<file path="config.mk">
export PLATFORM = sky130hd
export DESIGN_NAME = icache_dm
export DESIGN_NICKNAME = d
export VERILOG_FILES = /design/src/rtl/icache_pkg.sv /design/src/rtl/icache_sram.sv /design/src/rtl/icache_dm.sv
export SDC_FILE = /design/constraint.sdc
export NUM_CORES = 2
export LEC_CHECK = 0
export BUFFER_PORTS_ARGS = -buffer_cell sky130_fd_sc_hd__buf_2
export CORE_UTILIZATION = 30
export DETAILED_ROUTE_END_ITERATION = 10
export PLACE_DENSITY_LB_ADDON = 0.3
export SYNTH_ARGS = -nofsm -noshare
export SYNTH_HDL_FRONTEND = slang
export SYNTH_MEMORY_MAX_BITS = 65536
export SYNTH_SLANG_ARGS = --single-unit
</file>
<file path="constraint.sdc">
create_clock -name clk -period 5.9 [get_ports clk]
set_clock_uncertainty 0.1 [all_clocks]
set_input_delay 0.295 -clock clk [delete_from_list [all_inputs] [get_ports clk]]
set_output_delay 0.295 -clock clk [all_outputs]
set_load 0.05 [all_outputs]
</file>
<file path="src/rtl/icache_pkg.sv">
// Shared types and derived address-field widths for the direct-mapped instruction cache.
package icache_pkg;

   typedef enum logic [1:0] {Idle, Lookup, Fill, Replay} state_e;

   function automatic int unsigned offs_w(input int unsigned line_words);
      return $clog2(line_words);
   endfunction

   function automatic int unsigned index_w(input int unsigned num_lines);
      return $clog2(num_lines);
   endfunction

   function automatic int unsigned tag_w(input int unsigned addr_w,
                                         input int unsigned line_words,
                                         input int unsigned num_lines);
      return addr_w - $clog2(num_lines) - $clog2(line_words);
   endfunction

endpackage

</file>
<file path="src/rtl/icache_sram.sv">
// Single-port synchronous RAM: one read or one write per cycle, write has priority.
module icache_sram #(
   parameter int unsigned DEPTH = 32,
   parameter int unsigned WIDTH = 32,
   parameter int unsigned AW    = (DEPTH > 1) ? $clog2(DEPTH) : 1
) (
   input  logic             clk,
   input  logic             i_we,
   input  logic             i_re,
   input  logic [AW-1:0]    i_addr,
   input  logic [WIDTH-1:0] i_wdata,
   output logic [WIDTH-1:0] o_rdata
);

   logic [WIDTH-1:0] r_mem [DEPTH];
   logic [WIDTH-1:0] r_rdata;

   always_ff @(posedge clk) begin
      if (i_we) begin
         r_mem[i_addr] <= i_wdata;
      end else if (i_re) begin
         r_rdata <= r_mem[i_addr];
      end
   end

   assign o_rdata = r_rdata;

endmodule

</file>
<file path="src/rtl/icache_dm.sv">
// Direct-mapped read-only instruction cache with burst line refill.
// Define ICACHE_PERF_EN to add the hit_cnt / miss_cnt performance counters.
module icache_dm
   import icache_pkg::*;
#(
   parameter int unsigned ADDR_W     = 16,
   parameter int unsigned DATA_W     = 32,
   parameter int unsigned LINE_WORDS = 4,
   parameter int unsigned NUM_LINES  = 32
) (
   input  logic              clk,
   input  logic              rst_n,
   input  logic              cpu_req,
   input  logic [ADDR_W-1:0] cpu_addr,
   input  logic              flush,
   output logic              cpu_valid,
   output logic [DATA_W-1:0] cpu_instr,
   output logic              cpu_stall,
   output logic              mem_rd_req,
   output logic [ADDR_W-1:0] mem_addr,
`ifdef ICACHE_PERF_EN
   output logic [31:0]       hit_cnt,
   output logic [31:0]       miss_cnt,
`endif
   input  logic [DATA_W-1:0] mem_rdata,
   input  logic              mem_rvalid
);

   localparam int unsigned OFFS_W  = offs_w(LINE_WORDS);
   localparam int unsigned INDEX_W = index_w(NUM_LINES);
   localparam int unsigned TAG_W   = tag_w(ADDR_W, LINE_WORDS, NUM_LINES);
   localparam int unsigned LA_W    = INDEX_W + OFFS_W;
   localparam logic [OFFS_W-1:0] LAST_BEAT = OFFS_W'(LINE_WORDS - 1);

   state_e              r_state;
   logic [ADDR_W-1:0]   r_addr;
   logic                r_vld_lat;
   logic                r_flush_pend;
   logic                r_replay_out;
   logic                r_mem_rd_req;
   logic [ADDR_W-1:0]   r_mem_addr;
   logic [OFFS_W-1:0]   r_cnt;
   logic [NUM_LINES-1:0] r_valid;
   logic [DATA_W-1:0]   r_instr;

   logic [INDEX_W-1:0]  w_cpu_idx;
   logic [INDEX_W-1:0]  w_idx;
   logic [TAG_W-1:0]    w_tag;
   logic [TAG_W-1:0]    w_tag_rdata;
   logic [DATA_W-1:0]   w_data_rdata;
   logic                w_hit;
   logic                w_miss;
   logic                w_acc;
   logic                w_beat;
   logic                w_last;
   logic [LA_W-1:0]     w_d_addr;
   logic                w_d_re;
   logic [INDEX_W-1:0]  w_t_addr;

   assign w_cpu_idx = cpu_addr[LA_W-1:OFFS_W];
   assign w_idx     = r_addr[LA_W-1:OFFS_W];
   assign w_tag     = r_addr[ADDR_W-1:LA_W];

   assign w_hit     = (r_state == Lookup) && r_vld_lat && (w_tag_rdata == w_tag);
   assign w_miss    = (r_state == Lookup) && !w_hit;
   assign cpu_stall = w_miss || (r_state == Fill) || (r_state == Replay);
   assign w_acc     = cpu_req && !cpu_stall;
   assign w_beat    = (r_state == Fill) && mem_rvalid;
   assign w_last    = w_beat && (r_cnt == LAST_BEAT);

   assign cpu_valid  = w_hit || r_replay_out;
   assign cpu_instr  = cpu_valid ? w_data_rdata : r_instr;
   assign mem_rd_req = r_mem_rd_req;
   assign mem_addr   = r_mem_addr;

   always_comb begin
      w_d_addr = cpu_addr[LA_W-1:0];
      if (r_state == Fill) begin
         w_d_addr = {w_idx, r_cnt};
      end else if (r_state == Replay) begin
         w_d_addr = r_addr[LA_W-1:0];
      end
   end

   assign w_d_re   = w_acc || (r_state == Replay);
   assign w_t_addr = (r_state == Fill) ? w_idx : w_cpu_idx;

   icache_sram #(
      .DEPTH (NUM_LINES * LINE_WORDS),
      .WIDTH (DATA_W),
      .AW    (LA_W)
   ) u_data (
      .clk     (clk),
      .i_we    (w_beat),
      .i_re    (w_d_re),
      .i_addr  (w_d_addr),
      .i_wdata (mem_rdata),
      .o_rdata (w_data_rdata)
   );

   icache_sram #(
      .DEPTH (NUM_LINES),
      .WIDTH (TAG_W),
      .AW    (INDEX_W)
   ) u_tag (
      .clk     (clk),
      .i_we    (w_last),
      .i_re    (w_acc),
      .i_addr  (w_t_addr),
      .i_wdata (w_tag),
      .o_rdata (w_tag_rdata)
   );

   always_ff @(posedge clk or negedge rst_n) begin
      if (!rst_n) begin
         r_state      <= Idle;
         r_addr       <= '0;
         r_vld_lat    <= 1'b0;
         r_flush_pend <= 1'b0;
         r_replay_out <= 1'b0;
         r_mem_rd_req <= 1'b0;
         r_mem_addr   <= '0;
         r_cnt        <= '0;
         r_valid      <= '0;
         r_instr      <= '0;
      end else begin
         r_replay_out <= 1'b0;
         if (cpu_valid) begin
            r_instr <= w_data_rdata;
         end
         unique case (r_state)
            Idle: begin
               // Valid is sampled before the flush lands, so a same-cycle request sees old state.
               if (w_acc) begin
                  r_addr    <= cpu_addr;
                  r_vld_lat <= r_valid[w_cpu_idx];
                  r_state   <= Lookup;
               end
               if (flush) begin
                  r_valid <= '0;
               end
            end
            Lookup: begin
               if (w_hit) begin
                  if (w_acc) begin
                     r_addr    <= cpu_addr;
                     r_vld_lat <= r_valid[w_cpu_idx];
                  end else begin
                     r_state <= Idle;
                  end
               end else begin
                  r_mem_rd_req <= 1'b1;
                  r_mem_addr   <= {r_addr[ADDR_W-1:OFFS_W], {OFFS_W{1'b0}}};
                  r_cnt        <= '0;
                  r_state      <= Fill;
               end
               if (flush) begin
                  r_valid <= '0;
               end
            end
            Fill: begin
               if (flush) begin
                  r_flush_pend <= 1'b1;
               end
               if (w_beat) begin
                  r_cnt <= r_cnt + OFFS_W'(1);
               end
               if (w_last) begin
                  r_valid[w_idx] <= 1'b1;
                  r_mem_rd_req   <= 1'b0;
                  r_state        <= Replay;
               end
            end
            Replay: begin
               if (flush || r_flush_pend) begin
                  r_valid <= '0;
               end
               r_flush_pend <= 1'b0;
               r_replay_out <= 1'b1;
               r_state      <= Idle;
            end
         endcase
      end
   end

`ifdef ICACHE_PERF_EN
   logic [31:0] r_hit_cnt;
   logic [31:0] r_miss_cnt;

   always_ff @(posedge clk or negedge rst_n) begin
      if (!rst_n) begin
         r_hit_cnt  <= '0;
         r_miss_cnt <= '0;
      end else begin
         if (w_hit) begin
            r_hit_cnt <= r_hit_cnt + 32'd1;
         end
         if (w_miss) begin
            r_miss_cnt <= r_miss_cnt + 32'd1;
         end
      end
   end

   assign hit_cnt  = r_hit_cnt;
   assign miss_cnt = r_miss_cnt;
`endif

endmodule
</file>
# After elaboration in Yosys (flattened, before gate mapping)
# Memories as Yosys holds them, arrays and structs flattened. A register that Yosys moved wholly into a read port is not among the register bits.
# Index checks and enable logic that the tools add are counted.
# word_totals
mem_count	2
input_bits	53
mem_bits_ro	0
register_bits	102
mem_bits_rw	4384
elab_cells	98
latch_bits	0
# mem_list
memory	words	word_bits	rd	rd_clocked_by_memory_dff	write_ports	line	rtl
u_data.r_mem	128	32	1	1	1	icache_sram.sv:15	logic [WIDTH-1:0] r_mem [DEPTH];
u_tag.r_mem	32	9	1	1	1	icache_sram.sv:15	
# classes
reduce_logical	28
n_bitwise	4
addsub	1
magnitude_cmp	3
n_eq_ne	14
n_mux	36
shift	0
div	0
mul	0
# ops
cell	count
$mux W32	4
$pmux W32 S3	1
$mux W16	2
$or A32 B32 Y32	1
$pmux W16 S2	1
$mux W7	2
$lt A5 B6 Y1 const B	2
$mux W1	12
$mux W2	6
$reduce_and A3 Y1	4
$ne A2 B2 Y1 const B	5
$reduce_and A2 Y1	5
$eq A9 B9 Y1	1
$pmux W2 S4	1
$logic_and A1 B1 Y1	7
$eq A2 B2 Y1 const B	3
$ne A2 B1 Y1 const B	3
$pmux W1 S2	3
$reduce_bool A2 Y1	3
$bmux W1 S5	1
$demux W1 S5	1
$ge A5 B1 Y1 const B	1
$logic_or A1 B1 Y1	5
$mux W5	1
other kinds (8)	11

# Logic depth before layout (Yosys ltp)
# logic_depth
ltp_word	12
ltp_mapped	12
ltp_nobuf	7

# By module
# Synthesis repeated with hierarchy kept, for this count alone.
# hier_totals
cells_unflattened	10207
area_unflattened_um2	174118.2
# modules_own_cells
module	seq_area_each_um2	n_inst	cells_per_inst	area_each_um2
icache_sram at u_data	123958.9	1	9197	157853.9
icache_sram at u_tag	8918.6	1	639	11516.0
icache_dm	2552.4	1	371	4748.3

# Worst setup path after synthesis
# OpenSTA, ideal clock, no wires.
# synth_path
path_kind	reg2reg
from	register with a tool-made name
to	memory u_data.r_mem[55][0] (enable)
slack_ns	1.802
setup_ns	0.421
path_stages_with_launch	9
arrival_time_ns	3.577
t_required_ns	5.379
cell_sequence	dfrtp_1 > mux2_2 > buf_2 > clkbuf_1 > clkbuf_1 > clkbuf_1 > nand3_1 > clkbuf_1 > nor2_1
# synth_lines
item	line
end, declared	icache_sram.sv:15

# Worst setup path in the final report
# layout_path
from	register r_state[0]
to	register u_data.r_rdata[30] (netlist: u_data.o_rdata[30]) (read register of u_data.r_mem), data pin
# layout_between
elab_chain_len	11
elab_cells_between_ends	17
cone_classes	eq/ne (3); mux (2); bitwise (1); reduce/logical (11)
# layout_lines
item	line	rtl
start, declared	icache_dm.sv:35	state_e r_state;
start signal, assigned	icache_dm.sv:116	r_state <= Idle;
start signal, assigned	icache_dm.sv:137	r_state <= Lookup;
start signal, assigned	icache_dm.sv:149	r_state <= Idle;
$eq A2 B1 Y1	icache_dm.sv:64, icache_dm.sv:65	
$logic_and A1 B1 Y1 (2 in a row)	icache_dm.sv:64	assign w_hit = (r_state == Lookup) && r_vld_lat && (w_tag_rdata == w_tag);
$logic_not A1 Y1	icache_dm.sv:65	assign w_miss = (r_state == Lookup) && !w_hit;
$logic_and A1 B1 Y1	icache_dm.sv:65	
$logic_or A1 B1 Y1 (2 in a row)	icache_dm.sv:66	assign cpu_stall = w_miss || (r_state == Fill) || (r_state == Replay);
$logic_not A1 Y1	icache_dm.sv:67	assign w_acc = cpu_req && !cpu_stall;
$logic_and A1 B1 Y1	icache_dm.sv:67	
$logic_or A1 B1 Y1	icache_dm.sv:85	assign w_d_re = w_acc || (r_state == Replay);
$reduce_and A2 Y1 (no line)	-	
end, declared	icache_sram.sv:16	logic [WIDTH-1:0] r_rdata;
# Several ways; a longest one is shown, not always the timed one.
# A chain may end at the register's enable or synchronous reset.

==> reports/results.ini <==
[run_status]
status=finished, violations left
violations=max-capacitance violations, max-slew violations

[routing]
wirelength_um=510000
drc=0
drt-wirelength-per-cell_um=32.2
vias=83400
viasPerCell=5.27
final_antenna_net_count=0
first_pass_iters=5
drt_iter0_drc=10100

[final_layout]
syn_to_final_growth_pct=17.1
drive_gt1_share_pct=30.5
utilization_pct=35.3
layout.nets=7936
seqCellArea_mm2=0.135
multi_input_area_mm2=0.0343
num-fill-cells=51800

[power_and_ir_drop]
peakVddDrop_v=0.000330
power.share.clock_pct=31.3
p_sw_mw=28.2
p_int_mw=62.6
seq_power_share_pct=40.7
leakage_nw=60.2
power_density_mw_per_mm2=455
swShare_pct=31.0
pwr-share-comb_pct=28.0

[critical_path]
crit_fanout=23
slowest_stage=nand4_1
cp_slowest_stage_delay_ns=0.75
end_kind=flop
reg2reg_setup_slack_ns=0.20
crit_chain=mux2i_1 -> a21o_4 -> buf_12 -> buf_12 -> buf_4 -> mux4_2 -> a22oi_1 -> nand4_1 -> a222oi_1 -> nand2_1
start_kind=flop
path_buf_inv=3
critPathMostFrequentCell=buf_12
r2r-end=u_data.o_rdata[30]
crit_type=flop to flop
rr_worst_depth=10
cp.required_ns=6.45
cp_top_family=compound AO/OA/AOI/OAI gates
arrival_ns=6.25
worstReg2RegStart=r_state[0]

[timing]
period_minus_slack_ns=5.70
rsz0062_at_grt=false
worst_slew_pin_slew_ns=1.53
slew_headroom_pct=-3.43
setup_violations=0
hold_viol_final=0
fin_crit_sh_pct=96.7
max_freq_mhz=175
fin_setup_tns_ns=0
finalMaxSlewViolations=2

[yosys]
synth_commonest_cells=edfxtp_1 (4425), mux4_2 (1106), a22oi_1 (546), clkbuf_1 (270), nor2_1 (223)
ys_types=44
ys_warn_count=0
syn_avg_cell_area_um2=23.5
yosysMostFrequentCell=edfxtp_1
synth_top_area_share_pct=78.1
synth_ff_type=edfxtp_1
yosysTopAreaCell=edfxtp_1
synthTopCellsByArea=edfxtp_1 (78%), mux4_2 (15%), a22oi_1 (2.4%)
syn_area_mm2=0.170
synth_edf_count=4425
async_flop_share_pct=2.25
synth.ff_latch_count=4527
synthCells=7231
yosysSeqAreaShare_pct=79.6

[global_route]
antenna_found_initial=60
grt_pass1_vias=84200
use_met3_pct=3.29
grt_util_met2_pct=28.5
grt_util_met1_pct=23.8
grt_max_degree=97
track_usage_pct=17.4
grt_pass1_wl_um=698000
grt.overflow.total=0
busiest_layer=met2

[hold_path]
min_from=cpu_addr[14]
hold-path-endpoint=r_addr[14]
holdPathStages=3
hold_class=input pin to flop

[cts]
clkLatencyLatePin_ns=1.07
cts_resized=0
cts_tree=done
htree_levels=5
cts-root-buf=clkbuf_16
clockBufferDepth=4
cts_buffers=450
post_cts_buffers=0
clock_sinks=4527
clk_pin_slew_ns=0.06

[place]
gp_congestion=0.794
hpwlAfterDp_um=296000
port_buffers=101

[floorplan]
rows=276
ioPinCount=104
die_h_um=755
fp.dieW_um=755
core_mm2=0.565
dieArea_mm2=0.570
initial_core_util_pct=30.1

[flow_run]
cap_viol_max_count=1

-- worst max path at each step --
stage,start,endpoint,slack (ns),cells past startpoint
after global placement,flop,u_data.o_rdata[30],0.25,9
final,r_state[0],u_data.o_rdata[30],0.20,10
after detailed placement,r_state[0],u_data.o_rdata[30],0.24,10
after floorplan,flop,u_data.r_mem[55][0],1.80,8
after CTS,r_state[0],u_data.o_rdata[30],0.30,10
after global routing,flop,u_data.o_rdata[30],0.20,9
-- cell usage in the layout (no fill, tap or decap), types with 7 or more instances in the layout --
| master | n |
|---|---|
| a21oi_1 | 37 |
| a22oi_1 | 546 |
| a41oi_1 | 104 |
| a41oi_2 | 20 |
| buf_12 | 64 |
| buf_2 | 68 |
| buf_4 | 401 |
| bufinv_16 | 37 |
| clkbuf_1 | 104 |
| clkbuf_16 | 452 |
| clkbuf_8 | 12 |
| clkinv_1 | 101 |
| clkinv_16 | 11 |
| clkinv_2 | 82 |
| clkinvlp_4 | 15 |
| dfrtp_1 | 101 |
| diode_2 | 61 |
| dlygate4sd3_1 | 65 |
| edfxtp_1 | 4425 |
| inv_6 | 10 |
| mux2_2 | 60 |
| mux4_2 | 1106 |
| nand2_1 | 43 |
| nand3_1 | 7 |
| nand3_2 | 8 |
| nand4_1 | 12 |
| nor2_1 | 86 |
| nor2_4 | 136 |
| nor3_1 | 11 |
| o21ai_0 | 9 |
| or4_1 | 31 |
| xor2_1 | 9 |
-- sequential cells by signal (all words and copies together) (netlist names), named ones only --
register        flops
u_data.r_mem     4096
r_cnt               2
u_tag.r_mem       288
r_valid            32
r_vld_lat           1
u_tag.o_rdata       9
r_flush_pend        1
mem_rd_req          1
r_state             1
u_data.o_rdata     32
r_addr             16
r_replay_out        1
mem_addr           14
r_instr            32
-- metrics by stage --
stage	instances	cell area (um^2)	hold WS (ns)	setup WS (ns)	total power, mW
3_5_place_dp	14900	184000	0.208	0.243	63.1
6_report	15800	199000	0.0836	0.196	90.7
3_3_place_gp	14900	184000	0.201	0.247	62.8
2_1_floorplan	7232	170000	-0.101	1.80	52.8
5_1_grt	15800	199000	0.106	0.202	93.5
4_1_cts	15800	199000	0.0294	0.300	91.4
-- layer usage --
layer / up-vias / share of wire, %
met5: - / 0.024
li1: 32800 / -
met1: 46400 / 41
met2: 3570 / 48
met4: 18 / 2.8
met3: 654 / 7.7
-- tightest hold or removal path, cell delays in order --
cell           delay (ns)
dlygate4sd3_1        0.52
buf_2                0.12
mux2_2               0.17
-- final cells by class --
cell class,instances,area share [%]
diodes,61,0.0766
well taps,7506,4.71
multi-input cells,2293,17.2
flip-flops and latches,4527,68.0
clock buffers,568,5.96
repair buffers,606,2.73
inverters,4,0.00754
clock inverters,269,1.33
-- power by group through the flow --
stage | sequential, mW | combinational (mW) | clock (mW)
floorplan | 37.5 | 15.2 | 0
global placement | 37.5 | 25.3 | 0
detailed placement | 37.6 | 25.6 | 0
CTS | 36.9 | 25.7 | 28.8
global route | 36.9 | 26.6 | 30.0
finish | 36.9 | 25.4 | 28.4
-- kinds of logic (layout without fill, tap and decap cells) --
logic type,after synthesis,count (layout),share of synthesized area [%]
buf+inv,412,1447,1.04
flops,4527,4527,79.6
fa+ha+maj,1,1,0.00735
other cells,1,63,0.00220
xor+xnor,9,9,0.0463
mux,1173,1173,15.1
simple gates,365,365,0.960
compound gates,743,743,3.29
-- timing repair --
item | in CTS | in global routing
hold buffers | 66 | 0
endpoints found under the setup margin | 0 | 0
hold endpoints to repair | 1983 | 0
Power figures use the tool's default switching activity.
